--- config.mk ---
export PLATFORM = sky130hd
export DESIGN_NAME = pe_ws_db
export DESIGN_NICKNAME = d
export VERILOG_FILES = /design/src/rtl/pe_pkg.sv /design/src/rtl/pe_mac_sat.sv /design/src/rtl/pe_ws_db.sv
export SDC_FILE = /design/constraint.sdc
export NUM_CORES = 1
export LEC_CHECK = 0
export BUFFER_PORTS_ARGS = -buffer_cell sky130_fd_sc_hd__buf_2
export CAP_MARGIN = 20
export CORE_MARGIN = 8
export CORE_UTILIZATION = 52
export CTS_CLUSTER_DIAMETER = 150
export DETAILED_ROUTE_END_ITERATION = 8
export GPL_TIMING_DRIVEN = 0
export PLACE_DENSITY = 0.77
export RECOVER_POWER = 100
export SYNTH_ARGS = -nofsm -noshare
export SYNTH_HDL_FRONTEND = slang
export SYNTH_SLANG_ARGS = --single-unit
--- constraint.sdc ---
create_clock -name clk -period 12.29 [get_ports clk]
set_input_delay 0.6145 -clock clk [delete_from_list [all_inputs] [get_ports clk]]
set_output_delay 0.6145 -clock clk [all_outputs]
set_load 0.01 [all_outputs]
--- src/rtl/pe_pkg.sv ---
// Shared types and saturation limits for the weight-stationary PE.
package pe_pkg;

  typedef enum logic [1:0] {
    BANK_EMPTY   = 2'd0,
    BANK_LOADING = 2'd1,
    BANK_FULL    = 2'd2,
    BANK_ACTIVE  = 2'd3
  } bank_state_e;

  localparam int unsigned LIMIT_W = 64;

  // Limits returned at LIMIT_W bits; callers truncate to their accumulator width.
  function automatic logic [LIMIT_W-1:0] sat_smax(input int unsigned acc_w);
    return (LIMIT_W'(1) << (acc_w - 1)) - LIMIT_W'(1);
  endfunction

  function automatic logic [LIMIT_W-1:0] sat_smin(input int unsigned acc_w);
    return ~sat_smax(acc_w);
  endfunction

  function automatic logic [LIMIT_W-1:0] sat_umax(input int unsigned acc_w);
    return (LIMIT_W'(1) << acc_w) - LIMIT_W'(1);
  endfunction

endpackage

--- src/rtl/pe_mac_sat.sv ---
// Multiply-accumulate with optional saturation and a registered result stage.
module pe_mac_sat
  import pe_pkg::*;
#(
  parameter int unsigned OP_WIDTH  = 8,
  parameter int unsigned ACC_WIDTH = 20
) (
  input  logic                 clk,
  input  logic                 rst,
  input  logic                 in_valid,
  input  logic [OP_WIDTH-1:0]  w,
  input  logic [OP_WIDTH-1:0]  a,
  input  logic [ACC_WIDTH-1:0] psum,
  input  logic                 signed_mode,
  input  logic                 sat_en,
  input  logic                 in_last,
  output logic                 psum_valid,
  output logic [ACC_WIDTH-1:0] psum_out,
  output logic                 psum_last
);

  localparam int unsigned EW = ACC_WIDTH + 1;
  localparam logic [ACC_WIDTH-1:0] SMAX = ACC_WIDTH'(sat_smax(ACC_WIDTH));
  localparam logic [ACC_WIDTH-1:0] SMIN = ACC_WIDTH'(sat_smin(ACC_WIDTH));
  localparam logic [ACC_WIDTH-1:0] UMAX = ACC_WIDTH'(sat_umax(ACC_WIDTH));

  logic [EW-1:0]        w_x, a_x, p_x, prod, sum;
  logic [ACC_WIDTH-1:0] res_c;

  // One guard bit above ACC_WIDTH is enough to hold any psum + product exactly.
  always_comb begin
    w_x   = {{(EW-OP_WIDTH){signed_mode & w[OP_WIDTH-1]}}, w};
    a_x   = {{(EW-OP_WIDTH){signed_mode & a[OP_WIDTH-1]}}, a};
    p_x   = {signed_mode & psum[ACC_WIDTH-1], psum};
    prod  = w_x * a_x;
    sum   = p_x + prod;
    res_c = sum[ACC_WIDTH-1:0];
    if (sat_en) begin
      if (signed_mode) begin
        if (!sum[EW-1] && sum[ACC_WIDTH-1])      res_c = SMAX;
        else if (sum[EW-1] && !sum[ACC_WIDTH-1]) res_c = SMIN;
      end else if (sum[EW-1]) begin
        res_c = UMAX;
      end
    end
  end

  always_ff @(posedge clk) begin
    if (rst) begin
      psum_valid <= 1'b0;
      psum_last  <= 1'b0;
      psum_out   <= '0;
    end else begin
      psum_valid <= in_valid;
      psum_last  <= in_valid & in_last;
      if (in_valid) psum_out <= res_c;
    end
  end

endmodule

--- src/rtl/pe_ws_db.sv ---
// Weight-stationary PE with double-buffered weight banks feeding a 2-stage MAC.
module pe_ws_db
  import pe_pkg::*;
#(
  parameter int unsigned OP_WIDTH  = 8,
  parameter int unsigned ACC_WIDTH = 20,
  parameter int unsigned DEPTH     = 64
) (
  input  logic                 clk,
  input  logic                 rst,
  input  logic                 w_valid,
  output logic                 w_ready,
  input  logic [OP_WIDTH-1:0]  w_data,
  input  logic                 w_last,
  input  logic                 iact_valid,
  output logic                 iact_ready,
  input  logic [OP_WIDTH-1:0]  iact,
  input  logic [ACC_WIDTH-1:0] psum_in,
  input  logic                 signed_mode,
  input  logic                 sat_en,
  output logic                 psum_valid,
  output logic [ACC_WIDTH-1:0] psum_out,
  output logic                 psum_last,
  output logic [1:0]           bank_full
);

  localparam int unsigned AW = (DEPTH > 1) ? $clog2(DEPTH) : 1;
  localparam int unsigned LW = AW + 1;

  bank_state_e          st   [2];
  bank_state_e          st_n [2];
  logic [LW-1:0]        len   [2];
  logic [LW-1:0]        len_n [2];
  logic [AW-1:0]        wr_ptr, wr_ptr_n, rd_ptr, rd_ptr_n;
  logic [OP_WIDTH-1:0]  mem [2][DEPTH];

  logic                 has_act, act_bank, oth_bank, ld_bank, ld_n;
  logic                 w_fire, iact_fire, rd_last;
  logic                 w_ready_n, iact_ready_n;
  logic [1:0]           bank_full_n;

  logic                 s1_valid, s1_signed, s1_sat, s1_last;
  logic [OP_WIDTH-1:0]  s1_w, s1_a;
  logic [ACC_WIDTH-1:0] s1_psum;

  // The bank not in use for compute is the load target; right after reset bank 0 loads first.
  function automatic logic pick_load(input bank_state_e s0, input bank_state_e s1);
    if (s0 == BANK_ACTIVE) return 1'b1;
    if (s1 == BANK_ACTIVE) return 1'b0;
    if (s0 == BANK_FULL)   return 1'b1;
    return 1'b0;
  endfunction

  always_comb begin
    has_act   = (st[0] == BANK_ACTIVE) || (st[1] == BANK_ACTIVE);
    act_bank  = (st[1] == BANK_ACTIVE);
    oth_bank  = ~act_bank;
    ld_bank   = pick_load(st[0], st[1]);
    w_fire    = w_valid && w_ready;
    iact_fire = iact_valid && iact_ready;
    rd_last   = (({1'b0, rd_ptr} + LW'(1)) == len[act_bank]);
  end

  // Bank control: load completion is applied before the wrap check so a bank finishing on the wrap edge swaps in.
  always_comb begin
    st_n[0]  = st[0];
    st_n[1]  = st[1];
    len_n[0] = len[0];
    len_n[1] = len[1];
    wr_ptr_n = wr_ptr;
    rd_ptr_n = rd_ptr;

    if (w_fire) begin
      if (w_last || (wr_ptr == AW'(DEPTH - 1))) begin
        st_n[ld_bank]  = BANK_FULL;
        len_n[ld_bank] = LW'(wr_ptr) + LW'(1);
        wr_ptr_n       = '0;
      end else begin
        st_n[ld_bank]  = BANK_LOADING;
        wr_ptr_n       = wr_ptr + AW'(1);
      end
    end

    if (!has_act) begin
      if (st[0] == BANK_FULL) begin
        st_n[0]  = BANK_ACTIVE;
        rd_ptr_n = '0;
      end else if (st[1] == BANK_FULL) begin
        st_n[1]  = BANK_ACTIVE;
        rd_ptr_n = '0;
      end
    end else if (iact_fire) begin
      if (rd_last) begin
        rd_ptr_n = '0;
        if (st_n[oth_bank] == BANK_FULL) begin
          st_n[act_bank] = BANK_EMPTY;
          st_n[oth_bank] = BANK_ACTIVE;
        end
      end else begin
        rd_ptr_n = rd_ptr + AW'(1);
      end
    end

    ld_n           = pick_load(st_n[0], st_n[1]);
    w_ready_n      = (st_n[ld_n] == BANK_EMPTY) || (st_n[ld_n] == BANK_LOADING);
    iact_ready_n   = (st_n[0] == BANK_ACTIVE) || (st_n[1] == BANK_ACTIVE);
    bank_full_n[0] = (st_n[0] == BANK_FULL) || (st_n[0] == BANK_ACTIVE);
    bank_full_n[1] = (st_n[1] == BANK_FULL) || (st_n[1] == BANK_ACTIVE);
  end

  always_ff @(posedge clk) begin
    if (rst) begin
      for (int i = 0; i < 2; i++) begin
        st[i]  <= BANK_EMPTY;
        len[i] <= '0;
      end
      wr_ptr     <= '0;
      rd_ptr     <= '0;
      w_ready    <= 1'b1;
      iact_ready <= 1'b0;
      bank_full  <= 2'b00;
    end else begin
      for (int i = 0; i < 2; i++) begin
        st[i]  <= st_n[i];
        len[i] <= len_n[i];
      end
      wr_ptr     <= wr_ptr_n;
      rd_ptr     <= rd_ptr_n;
      w_ready    <= w_ready_n;
      iact_ready <= iact_ready_n;
      bank_full  <= bank_full_n;
    end
  end

  always_ff @(posedge clk) begin
    if (w_fire) mem[ld_bank][wr_ptr] <= w_data;
  end

  // Stage 1: weight read and operand capture.
  always_ff @(posedge clk) begin
    if (rst) s1_valid <= 1'b0;
    else     s1_valid <= iact_fire;
  end

  always_ff @(posedge clk) begin
    if (iact_fire) begin
      s1_w      <= mem[act_bank][rd_ptr];
      s1_a      <= iact;
      s1_psum   <= psum_in;
      s1_signed <= signed_mode;
      s1_sat    <= sat_en;
      s1_last   <= rd_last;
    end
  end

  pe_mac_sat #(
    .OP_WIDTH  (OP_WIDTH),
    .ACC_WIDTH (ACC_WIDTH)
  ) u_mac (
    .clk         (clk),
    .rst         (rst),
    .in_valid    (s1_valid),
    .w           (s1_w),
    .a           (s1_a),
    .psum        (s1_psum),
    .signed_mode (s1_signed),
    .sat_en      (s1_sat),
    .in_last     (s1_last),
    .psum_valid  (psum_valid),
    .psum_out    (psum_out),
    .psum_last   (psum_last)
  );

endmodule
Yosys cells after proc, flatten, opt, wreduce, memory -nomap -nowiden:

Memories as Yosys holds them, arrays and structs flattened.
Index checks and enable logic that the tools add are counted.

* bits in registers: 78
* latch bits: 0
* memory bits (writable): 1042
* bits in read-only memories: 0
* output and inout port bits: 26
* memories kept: 3

Memories
* mem: depth 2, width 512, rd ports 1, clocked after Yosys merged registers in 0, write ports 1, line pe_ws_db.sv:35 `logic [OP_WIDTH-1:0] mem [2][DEPTH];`
* len: depth 2, width 7, rd ports 3, clocked after Yosys merged registers in 0, write ports 2, line pe_ws_db.sv:32 `logic [LW-1:0] len [2];`
* st: depth 2, width 2, rd ports 2, clocked after Yosys merged registers in 0, write ports 2, line pe_ws_db.sv:30 `bank_state_e st [2];`

* $add $sub $neg: 5
* multipliers: 1
* divide/modulo/power cells: 0
* order comparisons: 10
* equality and inequality tests: 13
* shift operators: 0
* muxes and demuxes: 75
* bitwise gates (word level): 24
* reduce and logical (&&, ||, !) cells: 19

Operator list (count)
* $mux 512: 1
* $mux 20: 5
* $bmux 8 s6: 1
* $demux 8 s6: 1
* $mux 6: 6
* $mux 1: 28
* $mux 14: 2
* $mux 2: 14
* $mux 4: 6
* $mux 8: 3
* $add 21x21->21: 1
* $mux 7: 3
* $eq 2x2->1 const B: 9
* $mul 9x9->18: 1
* $add 6x1->7 const B: 2
* $bwmux 14: 1
* $ge 7x7->1 const B: 2
* $not 6->7: 2
* $add 6x1->6 const B: 2
* $ge 2x2->1 const B: 4
* $logic_and 1x1->1: 8
* $not 1->2: 4
* $demux 7 s1: 1
* $eq 7x7->1: 1
* other kinds (20): 39

Logic depth before layout (Yosys ltp):

* depth in word-level cells: 39
* mapped depth: 32
* mapped depth without buffers: 29

Modules after synthesis:

From an unflattened synthesis, not the netlist that was laid out.

* cells, all modules: 2644
* area total of the unflattened synthesis: 47724.5 µm²

Modules (own cells, without submodules)
* pe_ws_db: instances 1, cells each 2074, area each 42844.8 µm², sequential area each 32621.3 µm²
* pe_mac_sat: instances 1, cells each 570, area each 4879.7 µm², sequential area each 440.4 µm²

Least setup slack after synthesis:

OpenSTA, ideal clock, no wires.

* path type: reg2reg
* start: register s1_signed
* end: register u_mac.psum_out[8]
* setup time: 0.117 ns
* arrival time: 7.101 ns
* data required time: 12.173 ns
* setup slack: 5.072 ns
* stages on the path, launching flop included: 33
* buffers on the path: 4
* cells stage by stage: edfxtp_1 clkbuf_1 and2_1 clkbuf_1 nand2_1 fa_1 inv_1 fa_1 fa_1 fa_1 inv_1 fa_1 inv_1 ha_1 inv_1 o21bai_1 a21oi_1 o21bai_1 a41o_1 nor4_1 nor3_1 xor2_1 ha_1 clkbuf_1 nand4_1 or2_2 a211oi_1 o21ai_0 o211a_2 o211a_2 or2_1 buf_6 a22o_1

* word-level cells in the longest chain between the ends: 9
* elaborated cells between the ends (all ways): 14

RTL lines
* from (decl): line pe_ws_db.sv:42 `logic s1_valid, s1_signed, s1_sat, s1_last;`
* from (signal assigned): line pe_ws_db.sv:150 `s1_signed <= signed_mode;`
* $and 1x1->1, on equally long branches: line pe_mac_sat.sv:32, pe_mac_sat.sv:33
* $mul 9x9->18: line pe_mac_sat.sv:35 `prod = w_x * a_x;`
* $add 21x21->21: line pe_mac_sat.sv:36 `sum = p_x + prod;`
* $logic_not 1->1: line pe_mac_sat.sv:41 `else if (sum[EW-1] && !sum[ACC_WIDTH-1]) res_c = SMIN;`
* $logic_and 1x1->1: line pe_mac_sat.sv:41
* $mux 20: line pe_mac_sat.sv:41
* $mux 20: line pe_mac_sat.sv:40 `if (!sum[EW-1] && sum[ACC_WIDTH-1]) res_c = SMAX;`
* $mux 20: line pe_mac_sat.sv:39 `if (signed_mode) begin`
* $mux 20 *: line pe_mac_sat.sv:38 `if (sat_en) begin`
* to (signal assigned): line pe_mac_sat.sv:56 `if (in_valid) psum_out <= res_c;`
* to (decl): line pe_mac_sat.sv:18 `output logic [ACC_WIDTH-1:0] psum_out,`

Mark *: on every way between the ends. The rest lies on a longest branch, timed or not.
A chain may end at the register's enable or synchronous reset.

Worst setup path after layout:

* start: register s1_signed
* end: register u_mac.psum_out[18]

The elaborated chain is that of the path after synthesis.

==> flow_summary.yaml <==
floorplan:
  core_area_um2: 91800
  fp.dieH_um: 321
  placementRows: 111
  initial_core_util: 0.525
  fp.dieW_um: 321
  die_area_um2: 103000
  pin_count: 69
synth:
  async_flop_share: 0
  ys_types: 66
  synth_seq_area_share: 0.686
  synth-edff-count: 1063
  synth-seq-cells: 1120
  synth_area_per_cell_um2: 15.1
  synthFlopType: "edfxtp_1"
  syn_nets: 3379
  yosysWarnings: 0
  netlist_area_um2: 48200
  syn_inst: 3202
timing:
  finalSetupViolCount: 0
  rsz0062_at_grt: "no"
  tightest_slew_ns: 4.38
  period_share: 0.728
  hold_viol_final: 0
  fin_ws_ns: 3.34
  fmax_mhz: 112
  post-route-min-period_ns: 8.95
  fin_tns_setup_ns: 0
  slew_viol_final: 1092
  max-slew-margin-rel: -1.92
  skew_ns: 0.0316
  holdWs_ns: 0.118
hold_path:
  hold_path_class: "in2reg"
layout:
  seqCellArea_um2: 33100
  final_cells: 4732
  nets: 3574
  insertedDiodeCount: 0
  areaGrowthSynthToFinish_pct: 11.2
  nFillCells: 6721
  drive_gt1_frac: 0.108
  mostFrequentLayoutCell: "edfxtp_1"
  multi_input_comb_area_um2: 14000
  mostFrequentLayoutCells: "edfxtp_1 (1,063), nand2_1 (421), a21oi_1 (230)"
clocking:
  cts_tree: "done"
  root_buffer: "clkbuf_16"
  htreeDepth: 3
  cts_resized: 0
  clk_pin_slew_ns: 0.06
  cts_setup_buffers: 0
  numCtsBuffers: 108
  cts_sinks: 1120
  cts.hold.buffers_added: 0
  clk_path_buf_depth: 3
  clock_insertion_delay_worst_skew_ns: 0.69
power:
  leakagePower_nw: 17.6
  ir_worst_vdd_v: 0.000114
  power_density_nw_per_um2: 161
place:
  placed_cells: 4525
  port_buffers: 67
  gp_congestion: 0.941
  dp_slack_ns: 3.82
  hpwl_um: 82000
global_route:
  grt_pass1_vias: 28700
  grt.met3_usage: 0.0681
  grt_antenna_before_repair: 1
  grt_use_total: 0.236
  grt_pass1_wl_um: 182000
  grt.met2_usage: 0.363
  grt_overflow_total: 0
  grt-busiest-layer: "met2"
  use_met1: 0.313
  grt_max_degree: 90
route:
  drt_first_iter_violations: 3908
  via_per_inst: 6.20
  dr.pass1.iters: 6
  wire_per_inst_um: 26.2
  num_vias: 29300
  detail_route.wirelength_um: 124000
  antenna_left: 0
  drcViolationCount: 0
worst_setup_path:
  critPathLaunchType: "register"
  worst_path_largest_cell_delay_ns: 0.77
  reg2reg_setup_slack_ns: 3.34
  arrival_ns: 9.54
  end_kind: "register"
  cp.required_ns: 12.88
  crit_fanout: 10
  path_class: "reg2reg"
  crit_top_cell: "fa_1"
  cp_slowest_cell: "nor4b_1"
job:
  drv_cap: 17
run_status:
  outcome: "finished, violations left"
  violations: "max-capacitance violations, max-slew violations"
[worst max-delay path: cells and delay by family, from the launching register on]
family | cells | cell delay, ns
AO/OA/AOI/OAI | 7 | 1.27
flip-flops | 1 | 0.33
adder cells (fa/ha/maj) | 7 | 3.00
buffers and inverters | 7 | 1.37
AND/OR/NAND/NOR | 9 | 2.72
XOR/XNOR | 1 | 0.18
[synth_stat cells, types with 7 or more instances]
| master | count | area share |
|---|---|---|
| xor2_1 | 19 | 0.0035 |
| inv_1 | 100 | 0.0078 |
| o21a_1 | 9 | 0.0014 |
| nor2_1 | 196 | 0.015 |
| or3_1 | 69 | 0.0090 |
| buf_4 | 7 | 0.0011 |
| clkbuf_1 | 127 | 0.0099 |
| o21ai_0 | 22 | 0.0023 |
| nand2_1 | 421 | 0.033 |
| fa_1 | 71 | 0.029 |
| ha_1 | 63 | 0.016 |
| o22ai_1 | 68 | 0.0088 |
| a311o_1 | 7 | 0.0015 |
| a211oi_1 | 46 | 0.0072 |
| dfxtp_1 | 57 | 0.024 |
| mux2i_1 | 141 | 0.029 |
| nand3_1 | 26 | 0.0027 |
| nor3_1 | 14 | 0.0015 |
| xnor2_1 | 26 | 0.0047 |
| a21oi_1 | 230 | 0.024 |
| buf_1 | 23 | 0.0018 |
| and3_1 | 7 | 0.00091 |
| edfxtp_1 | 1063 | 0.66 |
| or2_2 | 12 | 0.0016 |
| and2_1 | 37 | 0.0048 |
| o221ai_1 | 64 | 0.012 |
| nand2b_1 | 13 | 0.0017 |
| mux4_2 | 136 | 0.064 |
| buf_2 | 32 | 0.0033 |
| a21o_1 | 20 | 0.0031 |
[state kept, by name, summed over array words and instances (netlist names)]
signal,cells
mem,1024
s1_psum,20
u_mac.psum_out,20
len,14
s1_a,8
s1_w,8
rd_ptr,6
wr_ptr,6
st,4
bank_full,2
iact_ready,1
s1_last,1
s1_sat,1
s1_signed,1
s1_valid,1
u_mac.psum_last,1
u_mac.psum_valid,1
w_ready,1
[worst paths after layout]
| kind | endpoint | startpoint | cells past startpoint |
|---|---|---|---|
| hold / removal | s1_psum[18] | psum_in[18] | 1 |
| setup / recovery | u_mac.psum_out[18] | s1_signed | 31 |
| hold reg to reg | u_mac.psum_out[11] | u_mac.psum_out[11] | 2 |
| setup reg to reg | u_mac.psum_out[18] | s1_signed | 31 |
[power breakdown]
part	internal, mW	switching, mW
Clock	1.90	1.41
Combinational	0.422	0.665
Sequential	4.20	0.00971
[kinds of logic (layout without fill, tap and decap cells)]
| family | count (synthesis) | after routing | share of synthesized area |
|---|---|---|---|
| multiplexers | 278 | 278 | 0.0930 |
| AND/OR/NAND/NOR | 822 | 822 | 0.0743 |
| AO/OA/AOI/OAI | 513 | 513 | 0.0689 |
| XOR/XNOR | 45 | 45 | 0.00817 |
| adder cells (fa/ha/maj) | 134 | 134 | 0.0458 |
| flip-flops | 1120 | 1120 | 0.686 |
| buffers and inverters | 290 | 577 | 0.0241 |
[per-stage QoR]
stage / total power [mW] / cell area (um2) / utilization
floorplan: 5.07 / 48200 / -
global placement: 5.37 / 50100 / 0.546
detailed placement: 5.38 / 50400 / 0.549
CTS: 8.64 / 53900 / 0.587
global route: 8.88 / 53600 / 0.584
finish: 8.62 / 53600 / 0.584
[routing by layer]
metal | routed length, um | share of wire | vias to the layer above
met5 | 11 | 0.000089 | -
met4 | 6210 | 0.050 | 2
met3 | 16000 | 0.13 | 378
met2 | 56400 | 0.45 | 1916
met1 | 45500 | 0.37 | 14500
li1 | - | - | 12500
[area by class of cell]
class | count | share of cell area
multi-input combinational | 1792 | 0.260
inverter | 100 | 0.00700
tap | 1243 | 0.0290
timing repair buffer | 85 | 0.00719
buffer | 190 | 0.0145
clock buffer | 137 | 0.0536
sequential | 1120 | 0.617
clock inverter | 65 | 0.0120
Note: power is estimated with default switching activity, not from simulation.
